**src/rtl/simd_fetch_unit_if.sv**
```systemverilog
// Fetch-unit bus: kernel launch, instruction-memory read port, decoder handshake and status.
interface simd_fetch_unit_if #(
  parameter int ADDR_WIDTH = 8
);
  logic                  start;
  logic [ADDR_WIDTH-1:0] start_pc;
  logic                  imem_req;
  logic [ADDR_WIDTH-1:0] imem_addr;
  logic                  imem_rvalid;
  logic [31:0]           imem_rdata;
  logic [31:0]           instruction;
  logic                  instr_valid;
  logic                  instr_ready;
  logic [2:0]            type_instruction;
  logic [ADDR_WIDTH-1:0] pc;
  logic                  busy;
  logic                  done;
  logic                  fetch_error;

  modport master (
    input  start, start_pc, imem_rvalid, imem_rdata, instr_ready, type_instruction,
    output imem_req, imem_addr, instruction, instr_valid, pc, busy, done, fetch_error
  );

  modport slave (
    output start, start_pc, imem_rvalid, imem_rdata, instr_ready, type_instruction,
    input  imem_req, imem_addr, instruction, instr_valid, pc, busy, done, fetch_error
  );
endinterface

```
**src/rtl/simd_fetch_unit.sv**
```systemverilog
// SIMD instruction fetch: REQ/WAIT/ISSUE loop until the return instruction is accepted.
// Optional memory-response watchdog enabled by defining SIMD_FETCH_WATCHDOG_EN.
module simd_fetch_unit #(
  parameter int ADDR_WIDTH      = 8,
  parameter int WATCHDOG_CYCLES = 64
) (
  input  logic               clk,
  input  logic               reset,
  simd_fetch_unit_if.master  bus
);

  // state   | meaning
  // S_IDLE  | waiting for start
  // S_REQ   | one-cycle read request at pc
  // S_WAIT  | waiting for imem_rvalid
  // S_ISSUE | instruction presented to decoder
  // S_DONE  | one-cycle done pulse
  typedef enum logic [2:0] {
    S_IDLE,
    S_REQ,
    S_WAIT,
    S_ISSUE,
    S_DONE
  } state_t;

  localparam logic [2:0] TYPE_RET = 3'b111;

  state_t                state_q;
  logic [ADDR_WIDTH-1:0] pc_q;
  logic [ADDR_WIDTH-1:0] pc_d;
  logic [31:0]           instr_q;
  logic                  imem_req_q;
  logic                  instr_valid_q;
  logic                  busy_q;
  logic                  done_q;

`ifdef SIMD_FETCH_WATCHDOG_EN
  localparam int WDW = $clog2(WATCHDOG_CYCLES + 1);
  localparam logic [WDW-1:0] WD_LAST = WDW'(WATCHDOG_CYCLES - 1);
  logic [WDW-1:0] wd_cnt_q;
  logic           fetch_error_q;
`endif

  assign pc_d = pc_q + 1'b1;

  always_ff @(posedge clk) begin
    if (reset) begin
      state_q       <= S_IDLE;
      pc_q          <= '0;
      instr_q       <= '0;
      imem_req_q    <= 1'b0;
      instr_valid_q <= 1'b0;
      busy_q        <= 1'b0;
      done_q        <= 1'b0;
`ifdef SIMD_FETCH_WATCHDOG_EN
      wd_cnt_q      <= '0;
      fetch_error_q <= 1'b0;
`endif
    end else begin
      imem_req_q <= 1'b0;
      done_q     <= 1'b0;
      case (state_q)
        S_IDLE: begin
          if (bus.start) begin
            pc_q       <= bus.start_pc;
            state_q    <= S_REQ;
            imem_req_q <= 1'b1;
            busy_q     <= 1'b1;
`ifdef SIMD_FETCH_WATCHDOG_EN
            fetch_error_q <= 1'b0;
`endif
          end
        end
        S_REQ: begin
          state_q <= S_WAIT;
`ifdef SIMD_FETCH_WATCHDOG_EN
          wd_cnt_q <= '0;
`endif
        end
        S_WAIT: begin
          // A response on the timeout cycle takes priority over the watchdog.
          if (bus.imem_rvalid) begin
            instr_q       <= bus.imem_rdata;
            instr_valid_q <= 1'b1;
            state_q       <= S_ISSUE;
          end
`ifdef SIMD_FETCH_WATCHDOG_EN
          else if (wd_cnt_q == WD_LAST) begin
            fetch_error_q <= 1'b1;
            done_q        <= 1'b1;
            state_q       <= S_DONE;
          end else begin
            wd_cnt_q <= wd_cnt_q + 1'b1;
          end
`endif
        end
        S_ISSUE: begin
          if (bus.instr_ready) begin
            instr_valid_q <= 1'b0;
            if (bus.type_instruction == TYPE_RET) begin
              done_q  <= 1'b1;
              state_q <= S_DONE;
            end else begin
              pc_q       <= pc_d;
              imem_req_q <= 1'b1;
              state_q    <= S_REQ;
            end
          end
        end
        S_DONE: begin
          busy_q  <= 1'b0;
          state_q <= S_IDLE;
        end
        default: begin
          state_q       <= S_IDLE;
          imem_req_q    <= 1'b0;
          instr_valid_q <= 1'b0;
          busy_q        <= 1'b0;
        end
      endcase
    end
  end

  assign bus.imem_req    = imem_req_q;
  assign bus.imem_addr   = pc_q;
  assign bus.pc          = pc_q;
  assign bus.instruction = instr_q;
  assign bus.instr_valid = instr_valid_q;
  assign bus.busy        = busy_q;
  assign bus.done        = done_q;

`ifdef SIMD_FETCH_WATCHDOG_EN
  assign bus.fetch_error = fetch_error_q;
`else
  assign bus.fetch_error = 1'b0;
`endif

endmodule

```
**src/flat_wrapper.sv**
```systemverilog
// flat-port wrapper written by rule: the top's interface ports become plain ports
module simd_fetch_unit_flat 
#(
  parameter int ADDR_WIDTH      = 8,
  parameter int WATCHDOG_CYCLES = 64
)
  (clk, reset, bus_start, bus_start_pc, bus_imem_rvalid, bus_imem_rdata, bus_instr_ready, bus_type_instruction, bus_imem_req, bus_imem_addr, bus_instruction, bus_instr_valid, bus_pc, bus_busy, bus_done, bus_fetch_error);
  simd_fetch_unit_if #(.ADDR_WIDTH(ADDR_WIDTH)) bus_i ();
  input  logic clk;
  input  logic reset;
  input wire logic [$bits(bus_i.start)-1:0] bus_start;
  input wire logic [$bits(bus_i.start_pc)-1:0] bus_start_pc;
  input wire logic [$bits(bus_i.imem_rvalid)-1:0] bus_imem_rvalid;
  input wire logic [$bits(bus_i.imem_rdata)-1:0] bus_imem_rdata;
  input wire logic [$bits(bus_i.instr_ready)-1:0] bus_instr_ready;
  input wire logic [$bits(bus_i.type_instruction)-1:0] bus_type_instruction;
  output wire logic [$bits(bus_i.imem_req)-1:0] bus_imem_req;
  output wire logic [$bits(bus_i.imem_addr)-1:0] bus_imem_addr;
  output wire logic [$bits(bus_i.instruction)-1:0] bus_instruction;
  output wire logic [$bits(bus_i.instr_valid)-1:0] bus_instr_valid;
  output wire logic [$bits(bus_i.pc)-1:0] bus_pc;
  output wire logic [$bits(bus_i.busy)-1:0] bus_busy;
  output wire logic [$bits(bus_i.done)-1:0] bus_done;
  output wire logic [$bits(bus_i.fetch_error)-1:0] bus_fetch_error;
  assign bus_i.start = bus_start;
  assign bus_i.start_pc = bus_start_pc;
  assign bus_i.imem_rvalid = bus_imem_rvalid;
  assign bus_i.imem_rdata = bus_imem_rdata;
  assign bus_i.instr_ready = bus_instr_ready;
  assign bus_i.type_instruction = bus_type_instruction;
  assign bus_imem_req = bus_i.imem_req;
  assign bus_imem_addr = bus_i.imem_addr;
  assign bus_instruction = bus_i.instruction;
  assign bus_instr_valid = bus_i.instr_valid;
  assign bus_pc = bus_i.pc;
  assign bus_busy = bus_i.busy;
  assign bus_done = bus_i.done;
  assign bus_fetch_error = bus_i.fetch_error;
  simd_fetch_unit #(.ADDR_WIDTH(ADDR_WIDTH), .WATCHDOG_CYCLES(WATCHDOG_CYCLES)) u_core (.clk(clk), .reset(reset), .bus(bus_i));
endmodule
```
**config.mk**
```make
export PLATFORM = sky130hd
export DESIGN_NAME = simd_fetch_unit_flat
export DESIGN_NICKNAME = d
export VERILOG_FILES = /design/src/rtl/simd_fetch_unit_if.sv /design/src/rtl/simd_fetch_unit.sv /design/src/flat_wrapper.sv
export SDC_FILE = /design/constraint.sdc
export NUM_CORES = 1
export LEC_CHECK = 0
export ABC_AREA = 1
export CAP_MARGIN = 10
export CORE_AREA = 8 8 93 95
export DETAILED_ROUTE_END_ITERATION = 10
export DIE_AREA = 0 0 101 103
export HOLD_SLACK_MARGIN = 0.1
export SYNTH_ARGS = -nofsm -noshare
export SYNTH_HDL_FRONTEND = slang
export SYNTH_SLANG_ARGS = --single-unit
```
**constraint.sdc**
```tcl
create_clock -name clk -period 4 [get_ports clk]
set_clock_uncertainty 0.05 [all_clocks]
set_input_delay 0.8 -clock clk [delete_from_list [all_inputs] [get_ports clk]]
set_output_delay 0.8 -clock clk [all_outputs]
set_load 0.02 [all_outputs]
```
**After elaboration in Yosys (flattened, before gate mapping)**

Index checks and enable logic that the tools add are counted.
W data, S select, Z words.

- Register bits: 47
- Bits of input ports: 48
- Output and inout port bits: 53

- Add/subtract/negate cells: 1
- Equal/unequal tests: 9
- Multiplexer cells: 19
- Reductions and logical operators: 10
- Bitwise operators: 4

Operators with widths:

| cell | count |
|---|---|
| $mux W8 | 3 |
| $pmux W8 S2 | 1 |
| $mux W3 | 4 |
| $pmux W3 S4 | 1 |
| $reduce_or A3 Y1 | 3 |
| $add A8 B1 Y8 const B | 1 |
| $ne A2 B2 Y1 const B | 4 |
| $mux W1 | 7 |
| $eq A3 B2 Y1 const B | 2 |
| $eq A3 B3 Y1 const B | 2 |
| $reduce_and A3 Y1 | 2 |
| $not A1 Y1 | 4 |
| $pmux W1 S2 | 2 |
| $reduce_and A2 Y1 | 2 |
| $reduce_and A4 Y1 | 1 |
| $eq A3 B1 Y1 const B | 1 |
| $logic_not A3 Y1 | 1 |
| $pmux W1 S3 | 1 |
| $reduce_bool A2 Y1 | 1 |

**Logic depth before layout (Yosys ltp)**

Gate-level depths: netlist (run 1).

- Depth in word-level cells: 4
- Depth in mapped cells: 9

**Worst setup path before layout (run 1)**

OpenSTA, ideal clock, no wires.

- Path kind: input -> register
- Start point: input port bus_imem_rvalid
- End point: register u_core.instr_q[22], in the netlist u_core.bus.instruction[22]
- Stages on the path: 4
- Data arrival time: 1,584 ps
- Path buffers: 2
- Data required time: 3,880 ps
- Path slack: 2,295 ps
- Cells stage by stage: clkbuf_1 -> clkbuf_1 -> nand3_1 -> a21oi_1

- Word-level cells in the longest chain between the ends: 1

Ends and longest elaborated chain:

| item | line | text |
|---|---|---|
| start, declared | flat_wrapper.sv:13 | `input wire logic [$bits(bus_i.imem_rvalid)-1:0] bus_imem_rvalid;` |
| $reduce_and A2 Y1 (no source line) | - |  |
| end signal, assigned | simd_fetch_unit.sv:83 | `instr_q <= bus.imem_rdata;` |
| end, declared | simd_fetch_unit.sv:31 | `logic [31:0] instr_q;` |

No other way between the ends.
A chain may end at the register's enable or synchronous reset.

**Worst setup path after layout (run 1)**

- Start point: input port bus_imem_rvalid
- End point: register u_core.state_q[1]

- Word-level cells in the longest chain between the ends: 2

Ends and longest elaborated chain:

| item | line | text |
|---|---|---|
| $ne A2 B2 Y1 (no source line) | - |  |
| $reduce_and A3 Y1 (no source line) | - |  |
| end signal, assigned | simd_fetch_unit.sv:48 | `state_q <= S_IDLE;` |
| end signal, assigned | simd_fetch_unit.sv:66 | `state_q <= S_REQ;` |
| end signal, assigned | simd_fetch_unit.sv:75 | `state_q <= S_WAIT;` |
| end, declared | simd_fetch_unit.sv:28 | `state_t state_q;` |

No other way between the ends.

==> results.py, run 1 <==
metrics = {
    "timing": {
        "fmax_ghz": 0.4382,
        "fin_crit_sh": 0.5705,
        "finalHoldViolCount": 0,
        "slew_headroom": 0.5510,
        "period_needed_ns": 2.282,
        "slew_violations": 0,
        "rsz0062_at_grt": "false",
        "setup_tns_ns": 0,
        "tightest_slew_ns": 0.6715,
        "finalSetupViolCount": 0,
    },
    "power_and_ir_drop": {
        "p_total_mw": 1.356,
        "internal_power_mw": 0.9409,
        "seqPwrFrac": 0.408,
        "p_clk_frac": 0.300,
        "switchingPower_mw": 0.4154,
        "swShare": 0.3063,
        "leakage_nw": 1.148,
        "ir_drop_mv": 0.1545,
        "powerDensity_nw_per_um2": 425.9,
        "p_comb_frac": 0.292,
    },
    "critical_path": {
        "crit_path_start_kind": "input pin",
        "arrival_ns": 2.43,
        "worstSetupPathType": "in -> reg",
        "critPathRequiredTime_ns": 4.15,
        "cp-end-kind": "flop",
        "cp_max_fo": 24,
    },
    "detailed_routing": {
        "viasPerCell": 4.587,
        "dr.first_iter.drc_count": 100,
        "drc": 0,
        "num_vias": 2142,
        "wire_per_inst_um": 13.69,
        "wl_mm": 6.392,
        "firstDrtPassIters": 5,
        "ant_nets": 0,
    },
    "finish": {
        "layout-drive-gt1-share": 0.04620,
        "diodes": 0,
        "final_cells": 467,
        "area_growth_pct": 50.95,
        "num-nets-final": 416,
    },
    "logic_synthesis": {
        "ys_ff_latch": 47,
        "syn_nets": 333,
        "synth_flop_cell": "dfxtp_1",
        "synth.yosys.warnings": 0,
        "synth_edf_count": 0,
        "syn_area_um2": 2110,
        "synth_area_per_cell_um2": 7.428,
        "seq_area_frac_synth": 0.4460,
        "synthCells": 284,
        "yosys.cell_types.count": 25,
        "synthArstFlopShare": 0,
    },
    "cts": {
        "cts_tree": "built",
        "cts_num_sinks": 47,
        "ctsLongestPathBuffers": 2,
        "cts_max_level": 2,
        "cts_root_buf": "clkbuf_8",
        "cts_resized": 0,
        "numCtsBuffers": 5,
        "postCtsSetupBuffers": 0,
        "clock_latency_ns": 0.29,
        "path_clk_slew_ns": 0.09,
        "ctsHoldBuffers": 0,
    },
    "die": {
        "rows": 31,
        "die_width_um": 101,
        "die_y_um": 103,
        "start_util": 0.2956,
        "die_area_um2": 10400,
        "core_um2": 7137,
        "pin_count": 101,
    },
    "global_routing": {
        "grt-ovfl-total": 0,
        "first_global_vias": 2019,
        "grt_pass1_wl_mm": 10.19,
        "antenna_found_initial": 0,
        "grt_max_degree": 34,
        "grt.total_usage": 0.1228,
    },
    "outcome": {
        "outcome": "finished clean",
    },
    "hold_path": {
        "hold_path_class": "reg -> reg",
    },
    "job": {
        "cap_violations": 0,
    },
    "place": {
        "place_inst": 459,
        "io_buffer_count": 99,
        "dp_hpwl_mm": 4.724,
        "gp_congestion": 0.7909,
    },
}
## metrics by stage
step	util	setup slack [ns]	hold slack, ns	area [um^2]
2_1_floorplan	-	2.295	0.4858	2110
3_3_place_gp	0.4276	1.432	0.3981	3052
3_5_place_dp	0.4276	1.421	0.4017	3052
4_1_cts	0.4462	1.710	0.4145	3184
5_1_grt	0.4462	1.571	0.4246	3184
6_report	0.4462	1.718	0.4130	3184
## layer usage
layer | part of all wire | vias to the layer above | routed length [um] | GRT usage
li1 | - | 1084 | - | -
met1 | 0.44 | 981 | 2792 | 0.1514
met2 | 0.47 | 67 | 2993 | 0.1931
met3 | 0.078 | 10 | 496 | 0.03646
met4 | 0.017 | 0 | 110 | 0.05613
met5 | 0 | - | 0 | 0
## synth_stat cells, types with 3 or more instances
| library cell | number | area, um^2 |
|---|---|---|
| a21oi_1 | 44 | 220.2 |
| buf_4 | 9 | 67.56 |
| buf_6 | 8 | 90.09 |
| clkbuf_1 | 7 | 26.28 |
| dfxtp_1 | 47 | 940.9 |
| inv_1 | 15 | 56.30 |
| nand2_1 | 64 | 240.2 |
| nand2_2 | 3 | 18.77 |
| nand3_1 | 43 | 215.2 |
| nor2_1 | 22 | 82.58 |
| o21ai_0 | 8 | 40.04 |
## path summary, 6_finish.rpt
path	startpoint	end	slack, ns	cells after the start
worst max-delay path	bus_imem_rvalid	u_core.state_q[1]$_SDFFE_PP0P_	1.72	7
worst min register to register	u_core.bus.instruction[7]$_SDFFE_PP0P_	u_core.bus.instruction[7]$_SDFFE_PP0P_	0.41	2
worst min-delay path	u_core.bus.instruction[7]$_SDFFE_PP0P_	u_core.bus.instruction[7]$_SDFFE_PP0P_	0.41	2
worst max register to register	u_core.state_q[2]$_SDFFE_PP0P_	u_core.bus.instruction[26]$_SDFFE_PP0P_	2.08	6
## cells in the final DEF (no fill, tap or decap), drive strengths merged, types with 2 or more instances in the layout
master,count
inv,16
bufinv,2
clkbuf,6
nand3,44
clkdlybuf4s50,99
buf,2
nor2,24
nand2,68
dfxtp,47
o21ai,9
a21oi,44
## flip-flops by register name (all words and copies together) (netlist names)
| signal | count |
|---|---|
| u_core.bus.imem_addr | 8 |
| u_core.state_q | 3 |
| u_core.bus.instr_valid | 1 |
| u_core.bus.imem_req | 1 |
| u_core.bus.done | 1 |
| u_core.bus.instruction | 32 |
| u_core.bus.busy | 1 |
## cells by family (layout without fill, tap and decap cells)
family          after synthesis  after routing  synth area share
buf+inv                      41            125            0.1174
other cells                   1              1          0.001778
fa+ha+maj                     1              1          0.005930
simple gates                138            138            0.2924
xor+xnor                      1              1          0.004153
flops                        47             47            0.4460
compound gates               55             55            0.1323
## critical path, stage by stage
cell	delay, ns
clkdlybuf4s50_1	0.79
buf_4	0.36
nor2_1	0.10
nor2_1	0.18
nand3_1	0.09
nand2_1	0.06
nor2_1	0.05
## layout make-up
cell class,instances,area (um^2)
fillers,720,3953
flip-flops and latches,47,940.9
well taps,99,123.9
clock buffers,6,72.57
multi-input cells,196,920.9
repair buffers,101,1006
inverters,16,60.06
clock inverters,2,60.06
## power groups by stage
| stage | registers (mW) | logic (mW) | clock network (mW) |
|---|---|---|---|
| after floorplan | 0.603 | 0.212 | 0 |
| after global placement | 0.562 | 0.399 | 0 |
| after detailed placement | 0.563 | 0.400 | 0 |
| after CTS | 0.553 | 0.402 | 0.422 |
| after global routing | 0.560 | 0.435 | 0.443 |
| final | 0.553 | 0.396 | 0.407 |
Power figures use the tool's default switching activity.
==> inputs of run 2 (changes only) <==
==> constraint.sdc (replaced) <==
create_clock -name clk -period 2.03 [get_ports clk]
set_clock_uncertainty 0.05 [all_clocks]
set_input_delay 0.406 -clock clk [delete_from_list [all_inputs] [get_ports clk]]
set_output_delay 0.406 -clock clk [all_outputs]
set_load 0.02 [all_outputs]
==> results.py, run 2 (synthesis results as in run 1) <==
metrics = {
    "outcome": {
        "outcome": "finished clean",
    },
    "power_and_ir_drop": {
        "p_clk_frac": 0.262,
        "swShare": 0.3223,
        "switchingPower_mw": 0.8275,
        "leakage_nw": 1.151,
        "powerDensity_nw_per_um2": 804.1,
        "ir_drop_mv": 0.3343,
        "internal_power_mw": 1.740,
        "p_comb_frac": 0.315,
        "seqPwrFrac": 0.423,
    },
    "die": {
        "die_area_um2": 10400,
        "rows": 31,
        "start_util": 0.2956,
        "die_y_um": 103,
        "pin_count": 101,
        "core_um2": 7137,
        "die_width_um": 101,
    },
    "place": {
        "place_ws_ns": 0.2187,
        "dp_hpwl_mm": 4.831,
        "gp_congestion": 0.8238,
        "io_buffer_count": 99,
    },
    "cts": {
        "clock_latency_ns": 0.30,
        "cts_max_level": 2,
        "cts_tree": "built",
        "ctsLongestPathBuffers": 2,
        "numCtsBuffers": 5,
        "postCtsSetupBuffers": 0,
        "ctsHoldBuffers": 0,
        "path_clk_slew_ns": 0.09,
        "cts_num_sinks": 47,
        "cts_resized": 0,
        "cts_root_buf": "clkbuf_8",
    },
    "hold_path": {
        "hold_path_class": "reg -> reg",
    },
    "global_routing": {
        "grt_pass1_wl_mm": 10.30,
        "grt_use_met1": 0.1482,
        "grt_busiest_layer": "met2",
        "grt_max_degree": 34,
        "gr-usage-met3": 0.02903,
        "grt.total_usage": 0.1241,
        "first_global_vias": 2082,
        "antenna_found_initial": 0,
        "grt-ovfl-total": 0,
        "grt_util_met2": 0.2073,
    },
    "finish": {
        "largest_register_ffs": 32,
        "layout-drive-gt1-share": 0.05405,
        "area_growth_pct": 51.36,
        "layout_common_cells": "clkdlybuf4s50_1, nand2_1, dfxtp_1, a21oi_1, nand3_1",
        "final_common_cell": "clkdlybuf4s50_1",
        "diodes": 0,
        "num-nets-final": 419,
    },
    "detailed_routing": {
        "wire_per_inst_um": 13.58,
        "wl_mm": 6.368,
        "firstDrtPassIters": 4,
        "dr.first_iter.drc_count": 103,
        "num_vias": 2140,
        "ant_nets": 0,
        "drc": 0,
        "viasPerCell": 4.563,
    },
    "timing": {
        "fin_crit_sh": 0.9192,
        "fmax_ghz": 0.5359,
        "rsz0062_at_grt": "false",
        "finalSetupViolCount": 0,
        "slew_violations": 0,
        "finalWorstSetupSlack_ns": 0.1640,
        "setup_tns_ns": 0,
        "finalHoldViolCount": 0,
        "period_needed_ns": 1.866,
    },
    "critical_path": {
        "cp-end-kind": "primary output",
        "path_cells": "clkdlybuf4s50_1",
        "path_buf_inv": 1,
        "critPathTopFamily": "buffers and inverters",
        "worstSetupPathType": "reg -> out",
        "crit_slowest_cell": "clkdlybuf4s50_1",
        "cp_max_fo": 7,
        "arrival_ns": 1.41,
        "crit_path_start_kind": "flop",
        "critPathRequiredTime_ns": 1.57,
        "slowest_delay_ns": 0.66,
    },
    "job": {
        "cap_violations": 0,
    },
}
-- run 2: cell types whose count changed in the layout (fill, tap and decap cells not counted) --
cell / delta
bufinv_16: -1
buf_4: +2
clkbuf_1: -1
clkinvlp_4: +1
buf_12: +1
-- run 2: layer usage --
metal | part of all wire | vias to the layer above
li1 | - | 1092
met1 | 0.45 | 981
met3 | 0.059 | 9
met5 | 0 | -
met2 | 0.47 | 58
met4 | 0.017 | 0
-- run 2: final timing paths --
| path | startpoint | end | slack, ns | cells after the start |
|---|---|---|---|---|
| hold reg to reg | u_core.bus.instruction[23]$_SDFFE_PP0P_ | u_core.bus.instruction[23]$_SDFFE_PP0P_ | 0.41 | 2 |
| hold / removal | u_core.bus.instruction[23]$_SDFFE_PP0P_ | u_core.bus.instruction[23]$_SDFFE_PP0P_ | 0.41 | 2 |
| setup / recovery | u_core.bus.imem_addr[2]$_SDFFE_PP0P_ | bus_pc[2] | 0.16 | 1 |
| setup reg to reg | u_core.state_q[2]$_SDFFE_PP0P_ | u_core.bus.instruction[1]$_SDFFE_PP0P_ | 0.50 | 6 |
-- run 2: worst min-delay path, delay by kind of cell, from the launching register on --
kind             cells  cell delay [ns]
flip-flops           1             0.32
AO/OA/AOI/OAI        1             0.05
AND/OR/NAND/NOR      1             0.06
-- run 2: cell type report --
class | count | area (um^2)
clock buffer | 5 | 68.82
clock inverter | 2 | 37.54
fill | 759 | 3944
inverter | 16 | 60.06
multi-input combinational | 196 | 920.9
sequential | 47 | 940.9
tap | 99 | 123.9
timing repair buffer | 104 | 1041
-- run 2: power groups by stage --
stage | combinational [mW] | sequential [mW] | clock, mW
floorplan | 0.418 | 1.19 | 0
global placement | 0.810 | 1.11 | 0
detailed placement | 0.815 | 1.11 | 0
CTS | 0.818 | 1.09 | 0.706
global route | 0.886 | 1.10 | 0.736
finish | 0.808 | 1.09 | 0.673
-- run 2: metrics by stage --
stage / cells / cell area [um^2] / util / hold slack (ns) / total power [mW]
CTS: 469 / 3193 / 0.4474 / 0.4162 / 2.612
detailed placement: 462 / 3087 / 0.4325 / 0.4015 / 1.924
global placement: 462 / 3087 / 0.4325 / 0.3976 / 1.919
finish: 469 / 3193 / 0.4474 / 0.4124 / 2.567
global route: 469 / 3193 / 0.4474 / 0.4394 / 2.723
floorplan: 284 / 2110 / - / 0.4858 / 1.606
